==> config.mk <==
export PLATFORM = sky130hd
export DESIGN_NAME = cond_unit
export DESIGN_NICKNAME = d
export VERILOG_FILES = /design/src/rtl/cond_pkg.sv /design/src/rtl/cond_check.sv /design/src/rtl/cond_unit.sv
export SDC_FILE = /design/constraint.sdc
export NUM_CORES = 1
export LEC_CHECK = 0
export ABC_AREA = 1
export BUFFER_PORTS_ARGS = -buffer_cell sky130_fd_sc_hd__buf_2
export CORE_UTILIZATION = 25
export CTS_CLUSTER_DIAMETER = 60
export DETAILED_ROUTE_END_ITERATION = 7
export PLACE_DENSITY = 0.59
export SYNTH_ARGS = -nofsm -noshare
export SYNTH_HDL_FRONTEND = slang
export SYNTH_SLANG_ARGS = --single-unit
export TNS_END_PERCENT = 100
==> constraint.sdc <==
create_clock -name clk -period 2 [get_ports clk]
set_clock_uncertainty 0.2 [all_clocks]
set_input_delay 0.4 -clock clk [delete_from_list [all_inputs] [get_ports clk]]
set_output_delay 0.4 -clock clk [all_outputs]
set_load 0.02 [all_outputs]
==> src/rtl/cond_pkg.sv <==
// Shared definitions for ARM condition evaluation: condition-code encoding
// and bit positions of the {N,Z,C,V} flag vector.
package cond_pkg;

  typedef enum logic [3:0] {
    COND_EQ = 4'b0000,
    COND_NE = 4'b0001,
    COND_CS = 4'b0010,
    COND_CC = 4'b0011,
    COND_MI = 4'b0100,
    COND_PL = 4'b0101,
    COND_VS = 4'b0110,
    COND_VC = 4'b0111,
    COND_HI = 4'b1000,
    COND_LS = 4'b1001,
    COND_GE = 4'b1010,
    COND_LT = 4'b1011,
    COND_GT = 4'b1100,
    COND_LE = 4'b1101,
    COND_AL = 4'b1110,
    COND_NV = 4'b1111
  } cond_t;

  localparam int unsigned FLAG_N = 3;
  localparam int unsigned FLAG_Z = 2;
  localparam int unsigned FLAG_C = 1;
  localparam int unsigned FLAG_V = 0;

endpackage

==> src/rtl/cond_check.sv <==
// Pure combinational ARM condition check of a 4-bit condition field against
// an {N,Z,C,V} flag vector; shared with the single-cycle datapath.
module cond_check
  import cond_pkg::*;
#(
  parameter bit NV_EXEC = 1'b0
) (
  input  logic [3:0] cond,
  input  logic [3:0] flags,
  output logic       cond_true
);

  logic n, z, c, v;

  always_comb begin
    n = flags[FLAG_N];
    z = flags[FLAG_Z];
    c = flags[FLAG_C];
    v = flags[FLAG_V];
    cond_true = 1'b0;
    case (cond_t'(cond))
      COND_EQ: cond_true = z;
      COND_NE: cond_true = ~z;
      COND_CS: cond_true = c;
      COND_CC: cond_true = ~c;
      COND_MI: cond_true = n;
      COND_PL: cond_true = ~n;
      COND_VS: cond_true = v;
      COND_VC: cond_true = ~v;
      COND_HI: cond_true = c & ~z;
      COND_LS: cond_true = ~c | z;
      COND_GE: cond_true = (n == v);
      COND_LT: cond_true = (n != v);
      COND_GT: cond_true = ~z & (n == v);
      COND_LE: cond_true = z | (n != v);
      COND_AL: cond_true = 1'b1;
      COND_NV: cond_true = NV_EXEC;
      default: cond_true = 1'b0;
    endcase
  end

endmodule

==> src/rtl/cond_unit.sv <==
// Execute-stage condition unit: architectural NZCV register, condition
// gating of PCSrc/RegWrite/MemWrite, and the Execute->Memory control register.
module cond_unit
  import cond_pkg::*;
#(
  parameter logic [3:0] RESET_FLAGS = 4'b0000,
  parameter bit         NV_EXEC     = 1'b0
) (
  input  logic       clk,
  input  logic       reset,
  input  logic       ValidE,
  input  logic       StallE,
  input  logic       FlushE,
  input  logic [3:0] CondE,
  input  logic [3:0] ALUFlagsE,
  input  logic [1:0] FlagWE,
  input  logic       PCSE,
  input  logic       RegWE,
  input  logic       MemWE,
  input  logic       NoWriteE,
  output logic       CondExE,
  output logic       PCSrcE,
  output logic       PCSrcM,
  output logic       RegWriteM,
  output logic       MemWriteM,
  output logic       IllegalCondM,
  output logic [3:0] Flags
);

  logic       cond_true;
  logic       reg_write_g, mem_write_g, illegal_e;
  logic [3:0] flags_d, flags_q;
  logic       pcsrc_m_d, pcsrc_m_q;
  logic       reg_write_m_d, reg_write_m_q;
  logic       mem_write_m_d, mem_write_m_q;
  logic       illegal_m_d, illegal_m_q;

  // Evaluated against the stored flags only; no bypass from ALUFlagsE.
  cond_check #(.NV_EXEC(NV_EXEC)) u_cond_check (
    .cond      (CondE),
    .flags     (flags_q),
    .cond_true (cond_true)
  );

  always_comb begin
    CondExE     = ValidE & ~FlushE & cond_true;
    PCSrcE      = PCSE & CondExE;
    reg_write_g = RegWE & CondExE & ~NoWriteE;
    mem_write_g = MemWE & CondExE;
    illegal_e   = ValidE & ~FlushE & (CondE == COND_NV) & ~NV_EXEC;

    flags_d = flags_q;
    if (CondExE & ~StallE) begin
      if (FlagWE[1]) begin
        flags_d[FLAG_N] = ALUFlagsE[FLAG_N];
        flags_d[FLAG_Z] = ALUFlagsE[FLAG_Z];
      end
      if (FlagWE[0]) begin
        flags_d[FLAG_C] = ALUFlagsE[FLAG_C];
        flags_d[FLAG_V] = ALUFlagsE[FLAG_V];
      end
    end

    // Flush beats stall: a squashed instruction must not linger in Memory.
    pcsrc_m_d     = pcsrc_m_q;
    reg_write_m_d = reg_write_m_q;
    mem_write_m_d = mem_write_m_q;
    illegal_m_d   = illegal_m_q;
    if (FlushE) begin
      pcsrc_m_d     = 1'b0;
      reg_write_m_d = 1'b0;
      mem_write_m_d = 1'b0;
      illegal_m_d   = 1'b0;
    end else if (!StallE) begin
      pcsrc_m_d     = PCSrcE;
      reg_write_m_d = reg_write_g;
      mem_write_m_d = mem_write_g;
      illegal_m_d   = illegal_e;
    end
  end

  always_ff @(posedge clk) begin
    if (reset) begin
      flags_q       <= RESET_FLAGS;
      pcsrc_m_q     <= 1'b0;
      reg_write_m_q <= 1'b0;
      mem_write_m_q <= 1'b0;
      illegal_m_q   <= 1'b0;
    end else begin
      flags_q       <= flags_d;
      pcsrc_m_q     <= pcsrc_m_d;
      reg_write_m_q <= reg_write_m_d;
      mem_write_m_q <= mem_write_m_d;
      illegal_m_q   <= illegal_m_d;
    end
  end

  assign Flags        = flags_q;
  assign PCSrcM       = pcsrc_m_q;
  assign RegWriteM    = reg_write_m_q;
  assign MemWriteM    = mem_write_m_q;
  assign IllegalCondM = illegal_m_q;

endmodule

==> impl_metrics.tcl, run 1 <==
set metrics [dict create \
    grt_pass1_wl_um 2600 \
    status "complete, but fails checks" \
    pwr-share-comb_pct 31.0 \
    fin_nets 174 \
    grt_pass1_vias 688 \
    gr-total-overflow 0 \
    io_pins 29 \
    cts_tree "yes" \
    synthCells 110 \
    p_switching_mw 0.121 \
    min_period_over_period_pct 105 \
    finalSetupViolations 2 \
    clockPowerShare_pct 28.7 \
    slew_viol_final 0 \
    fin_crit_ns 2.10 \
    synth_top_family_by_area "simple AND/OR/NAND/NOR gates" \
    drv_cap 0 \
    switching_share_pct 29.6 \
    setup.worst_path.start_class "flip-flop" \
    stdcell_area_um2 941 \
    cpMaxStageDelayCell "dfxtp_4" \
    worstPathArrival_ns 1.50 \
    layout_common_cells "nand2_1 (32), buf_2 (26), nor2_1 (24)" \
    rr_startpoint "Flags[3]" \
    cts_buffers 3 \
    core_mm2 0.00223 \
    die_y_um 51.1 \
    end_kind "output port" \
    muxShareOfSynthArea_pct 0 \
    portBuffers 28 \
    hold_viol_final 0 \
    vias_per_cell 4.45 \
    antenna_cells 0 \
    dieArea_mm2 0.00261 \
    wl_um 1680 \
    violations "negative setup slack" \
    synth_seq_cells 8 \
    drive_above_1_share_pct 43.1 \
    irDropWorstVdd_mv 0.242 \
    synth_xor_area_share_pct 0 \
    relSlewSlack_pct 84.0 \
    drc 0 \
    max_freq_ghz 0.476 \
    power.leakage_nw 0.547 \
    syn_nets 129 \
    power.density_mw_per_mm2 436 \
    rows 17 \
    yosys.cell_types.count 14 \
    power.internal_mw 0.289 \
    wl_per_cell_um 9.29 \
    crit_type "reg2out" \
    yosysWarningCount 0 \
    drt_iter0_markers 20 \
    required_ns 1.40 \
    antenna_found_initial 0 \
    track_usage_pct 12.9 \
    synthTopCellsByArea "dfxtp_1 (27%), nand2_1 (23%), nor2_1 (15%)" \
    grt_max_degree 7 \
    die_w_um 51.1 \
    clk_path_buf_depth 2 \
    dp_hpwl_um 1340 \
    synth-adder-area-share_pct 0 \
    synth.cell_area_um2 603 \
    initial_core_util_pct 27.0 \
    syn_area_per_cell_um2 5.48 \
    hold_path.startpoint "ALUFlagsE[1]" \
    tightest_slew_ns 0.239 \
    worstPathCellList "buf_6, nand2_2, nand2_1, nand2_1, nand2_1, nor2_1, nand2_1, inv_1, nand2_2, nand2_2, inv_2, nand2_2, inv_2, buf_6" \
    placed_area_um2 823 \
    rsz0062_at_grt "yes" \
    gp_congestion 0.933 \
    cp-startpoint "Flags[3]" \
    pwr-share-seq_pct 40.3 \
    hold_path.class "in2reg" \
    clk_pin_slew_ns 0.05 \
    synth_simple_gate_area_share_pct 56.0 \
    clock-sinks 8 \
    clk_latency_ns 0.24 \
    tns_ns -0.107 \
    cts_max_level 1 \
    syn2layout_area_growth_pct 56.0 \
    worst-path-buf-inv 5 \
    cp_top_family "simple AND/OR/NAND/NOR gates" \
    hold_buffers 0 \
    mostFrequentLayoutCell "nand2_1" \
    synth_compound_area_share_pct 6.64 \
    cp_max_fo 3 \
    setup_ws_ns -0.102 \
    critical-path-max-stage-delay_ns 0.35 \
    ant_nets 0 \
    num_vias 805 \
    cts-root-buf "clkbuf_4" \
    yosysTopAreaCell "dfxtp_1" \
    synth_seq_area_share_pct 26.6 \
    firstDrtPassIters 4 \
    synth_top_area_share_pct 26.6 \
]
==> repair_timing <==
item	in CTS	in global routing
endpoints found under the setup margin	2	2
pin swaps	8	7
buffers inserted	5	1
gates resized for setup	13	7
hold endpoints to repair	0	0
==> metal layers <==
metal	track usage, %	vias up	part of all wire [%]
met1	15.3	347	43
li1	-	424	-
met4	5.56	0	0
met2	21.9	34	48
met5	0	-	0
met3	2.98	0	8.8
==> state kept, by name (all words and copies together), names as in the netlist <==
register	count
MemWriteM	1
Flags	4
RegWriteM	1
IllegalCondM	1
PCSrcM	1
==> layout make-up <==
cell class	instances	area (µm²)
flip-flops and latches	8	169
clock buffers	3	22.5
multi-input cells	85	395
well taps	28	35.0
fillers	255	1290
repair buffers	40	246
inverters	17	72.6
==> per-stage QoR <==
step / utilization, % / total power, mW / hold WS [ns] / worst slack, ns / cells
after floorplan: - / 0.227 / 0.329 / 0.00258 / 110
after global placement: 36.9 / 0.276 / 0.241 / -0.0909 / 172
after detailed placement: 36.9 / 0.277 / 0.249 / -0.116 / 172
after CTS: 41.0 / 0.411 / 0.168 / -0.117 / 180
after global routing: 42.1 / 0.437 / 0.192 / -0.210 / 181
final: 42.1 / 0.411 / 0.176 / -0.102 / 181
==> worst register-to-register path: cells and delay by family (launching register included) <==
kind / cells / cell delay [ns]
simple gates: 11 / 0.64
buf+inv: 5 / 0.56
flops: 1 / 0.35
==> synth_stat cells <==
master and count:
nand2_1 37, dfxtp_1 8, nor2_1 24, a21oi_1 5
nor2_2 3, clkinv_2 1, nand3_1 6, nand3_2 1
nand4_2 2, nand2_2 3, inv_1 12, o21ai_0 3
nand4_1 1, inv_2 4
==> cells by family (layout without fill, tap and decap cells) <==
kind of cell | Yosys count | count (layout)
flops | 8 | 8
compound gates | 8 | 8
buf+inv | 17 | 60
simple gates | 77 | 77
==> power by group through the flow <==
stage	Combinational [mW]	Sequential, mW	Clock (mW)
after detailed placement	0.107	0.170	0
after CTS	0.120	0.166	0.125
after global placement	0.106	0.169	0
final	0.127	0.165	0.118
after global routing	0.140	0.166	0.131
after floorplan	0.0531	0.174	0
==> final timing paths <==
| path | endpoint | slack [ns] | depth (start not counted) |
|---|---|---|---|
| max reg2reg | Flags[2] | 0.14 | 16 |
| min reg2reg | RegWriteM | 0.26 | 2 |
| min | Flags[1] | 0.18 | 3 |
| max | PCSrcE | -0.10 | 14 |
Power figures use the tool's default switching activity.
==> inputs of run 2 (changes only) <==
--- a/config.mk
+++ b/config.mk
@@ -7,10 +7,10 @@
 export LEC_CHECK = 0
 export ABC_AREA = 1
 export BUFFER_PORTS_ARGS = -buffer_cell sky130_fd_sc_hd__buf_2
-export CORE_UTILIZATION = 25
+export CORE_UTILIZATION = 44
 export CTS_CLUSTER_DIAMETER = 60
 export DETAILED_ROUTE_END_ITERATION = 7
-export PLACE_DENSITY = 0.59
+export PLACE_DENSITY = 0.87
 export SYNTH_ARGS = -nofsm -noshare
 export SYNTH_HDL_FRONTEND = slang
 export SYNTH_SLANG_ARGS = --single-unit
==> impl_metrics.tcl, run 2 (synthesis gave the netlist of run 1 again) <==
set metrics [dict create \
    placed_area_um2 806 \
    violations "negative setup slack" \
    power.leakage_nw 0.540 \
    clk_latency_ns 0.28 \
    portBuffers 28 \
    mostFrequentLayoutCell "nand2_1" \
    status "complete, but fails checks" \
    ff2ff_path_depth 14 \
    cts-root-buf "clkbuf_4" \
    setup_ws_ns -0.176 \
    core_mm2 0.00119 \
    drive_above_1_share_pct 45.1 \
    firstDrtPassIters 4 \
    worstPathCellList "nand2_1, nand2_2, nand2_1, nand2_1, nor2_2, nand2_1, inv_1, nand2_2, nand2_2, inv_2, nand2_2, inv_2, buf_6" \
    largest_reg_flops 4 \
    switching_share_pct 34.1 \
    cpMaxStageDelayCell "dfxtp_4" \
    wl_um 2080 \
    die_y_um 39.0 \
    wl_per_cell_um 12.5 \
    grt_pass1_vias 669 \
    antenna_cells 0 \
    drt_iter0_markers 71 \
    ant_nets 0 \
    cts_tree "yes" \
    end_kind "output port" \
    drv_cap 0 \
    clock-sinks 8 \
    tightest_slew_ns 0.224 \
    hold_viol_final 0 \
    finalSetupViolations 2 \
    vias_per_cell 5.27 \
    die_w_um 39.0 \
    layout_common_cells "nand2_1 (34), buf_2 (27), nor2_1 (20)" \
    rr_startpoint "Flags[0]" \
    gp_congestion 0.882 \
    gr-total-overflow 0 \
    power.internal_mw 0.288 \
    io_pins 29 \
    clockPowerShare_pct 32.1 \
    initial_core_util_pct 50.8 \
    tns_ns -0.288 \
    relSlewSlack_pct 84.9 \
    hold_end "Flags[0]" \
    pwr-share-seq_pct 37.7 \
    hold_path.startpoint "ALUFlagsE[0]" \
    rsz0062_at_grt "yes" \
    regToRegEndpoint "MemWriteM" \
    syn2layout_area_growth_pct 52.1 \
    fin_crit_ns 2.18 \
    hold_path.class "in2reg" \
    total_power_mw 0.437 \
    track_usage_pct 26.2 \
    rows 12 \
    clk_pin_slew_ns 0.07 \
    num-fill-cells 90 \
    crit_type "reg2out" \
    max_freq_ghz 0.460 \
    slew_viol_final 0 \
    grt_pass1_wl_um 2630 \
    worstPathArrival_ns 1.58 \
    power.density_mw_per_mm2 476 \
    reg2reg_slack_ns 0.09 \
    p_switching_mw 0.149 \
    pwr-share-comb_pct 30.2 \
    clk_path_buf_depth 2 \
    critical-path-max-stage-delay_ns 0.36 \
    dp_hpwl_um 1350 \
    num_vias 880 \
    hold_buffers 0 \
    grt_max_degree 7 \
    hold_slack_ns 0.144 \
    required_ns 1.40 \
    drc 0 \
    stdcell_area_um2 917 \
    setup.worst_path.start_class "flip-flop" \
    irDropWorstVdd_mv 0.403 \
    antenna_found_initial 0 \
    hold_depth 3 \
    cts_max_level 1 \
    fin_nets 174 \
    cp_max_fo 4 \
    cts_buffers 3 \
    dieArea_mm2 0.00152 \
    min_period_over_period_pct 109 \
]
-- run 2: cell type report --
type | count | area, µm² | share of cell area [%]
multi-input combinational | 85 | 404 | 44.1
tap | 14 | 17.5 | 1.91
timing repair buffer | 40 | 236 | 25.8
clock buffer | 3 | 22.5 | 2.46
sequential | 8 | 169 | 18.4
inverter | 17 | 67.6 | 7.37
-- run 2: how the worst max path moves through the flow --
stage / slack, ns / from / to / cells after the start
floorplan: 0.003 / Flags[0] / PCSrcE / 12
global placement: -0.08 / CondE[1] / PCSrcE / 13
detailed placement: -0.13 / CondE[1] / PCSrcE / 13
CTS: -0.14 / Flags[0] / PCSrcE / 14
global route: -0.24 / Flags[0] / PCSrcE / 13
finish: -0.18 / Flags[0] / PCSrcE / 13
-- run 2: metal layers --
layer,routed length (µm),vias to the layer above,track usage [%]
li1,-,422,-
met1,807,385,28.5
met2,999,64,46.7
met3,206,9,4.05
met4,68,0,15.5
met5,0,-,0
-- run 2: what timing repair did --
| action | in CTS | in global routing |
|---|---|---|
| resized for setup | 7 | 11 |
| buffers inserted | 4 | 2 |
| endpoints found under the hold margin | 0 | 0 |
| setup endpoints to repair | 2 | 2 |
| pin swaps | 5 | 5 |
-- run 2: power by group through the flow --
stage / Sequential [mW] / Combinational, mW / Clock [mW]
3_5_place_dp: 0.170 / 0.108 / 0
2_1_floorplan: 0.174 / 0.0531 / 0
3_3_place_gp: 0.170 / 0.104 / 0
6_report: 0.165 / 0.132 / 0.140
4_1_cts: 0.166 / 0.120 / 0.139
5_1_grt: 0.165 / 0.139 / 0.146
-- run 2: worst max-delay path: cells and delay by family (launching register included) --
kind          cells  cell delay [ns]
buf+inv           4             0.27
flops             1             0.36
simple gates      9             0.66
-- run 2: metrics by stage --
step                setup WS [ns]  utilization, %  cells
floorplan                 0.00258               -    110
global placement          -0.0849            67.9    158
detailed placement         -0.126            67.9    158
CTS                        -0.139            73.5    165
global route               -0.243            77.3    167
finish                     -0.176            77.3    167
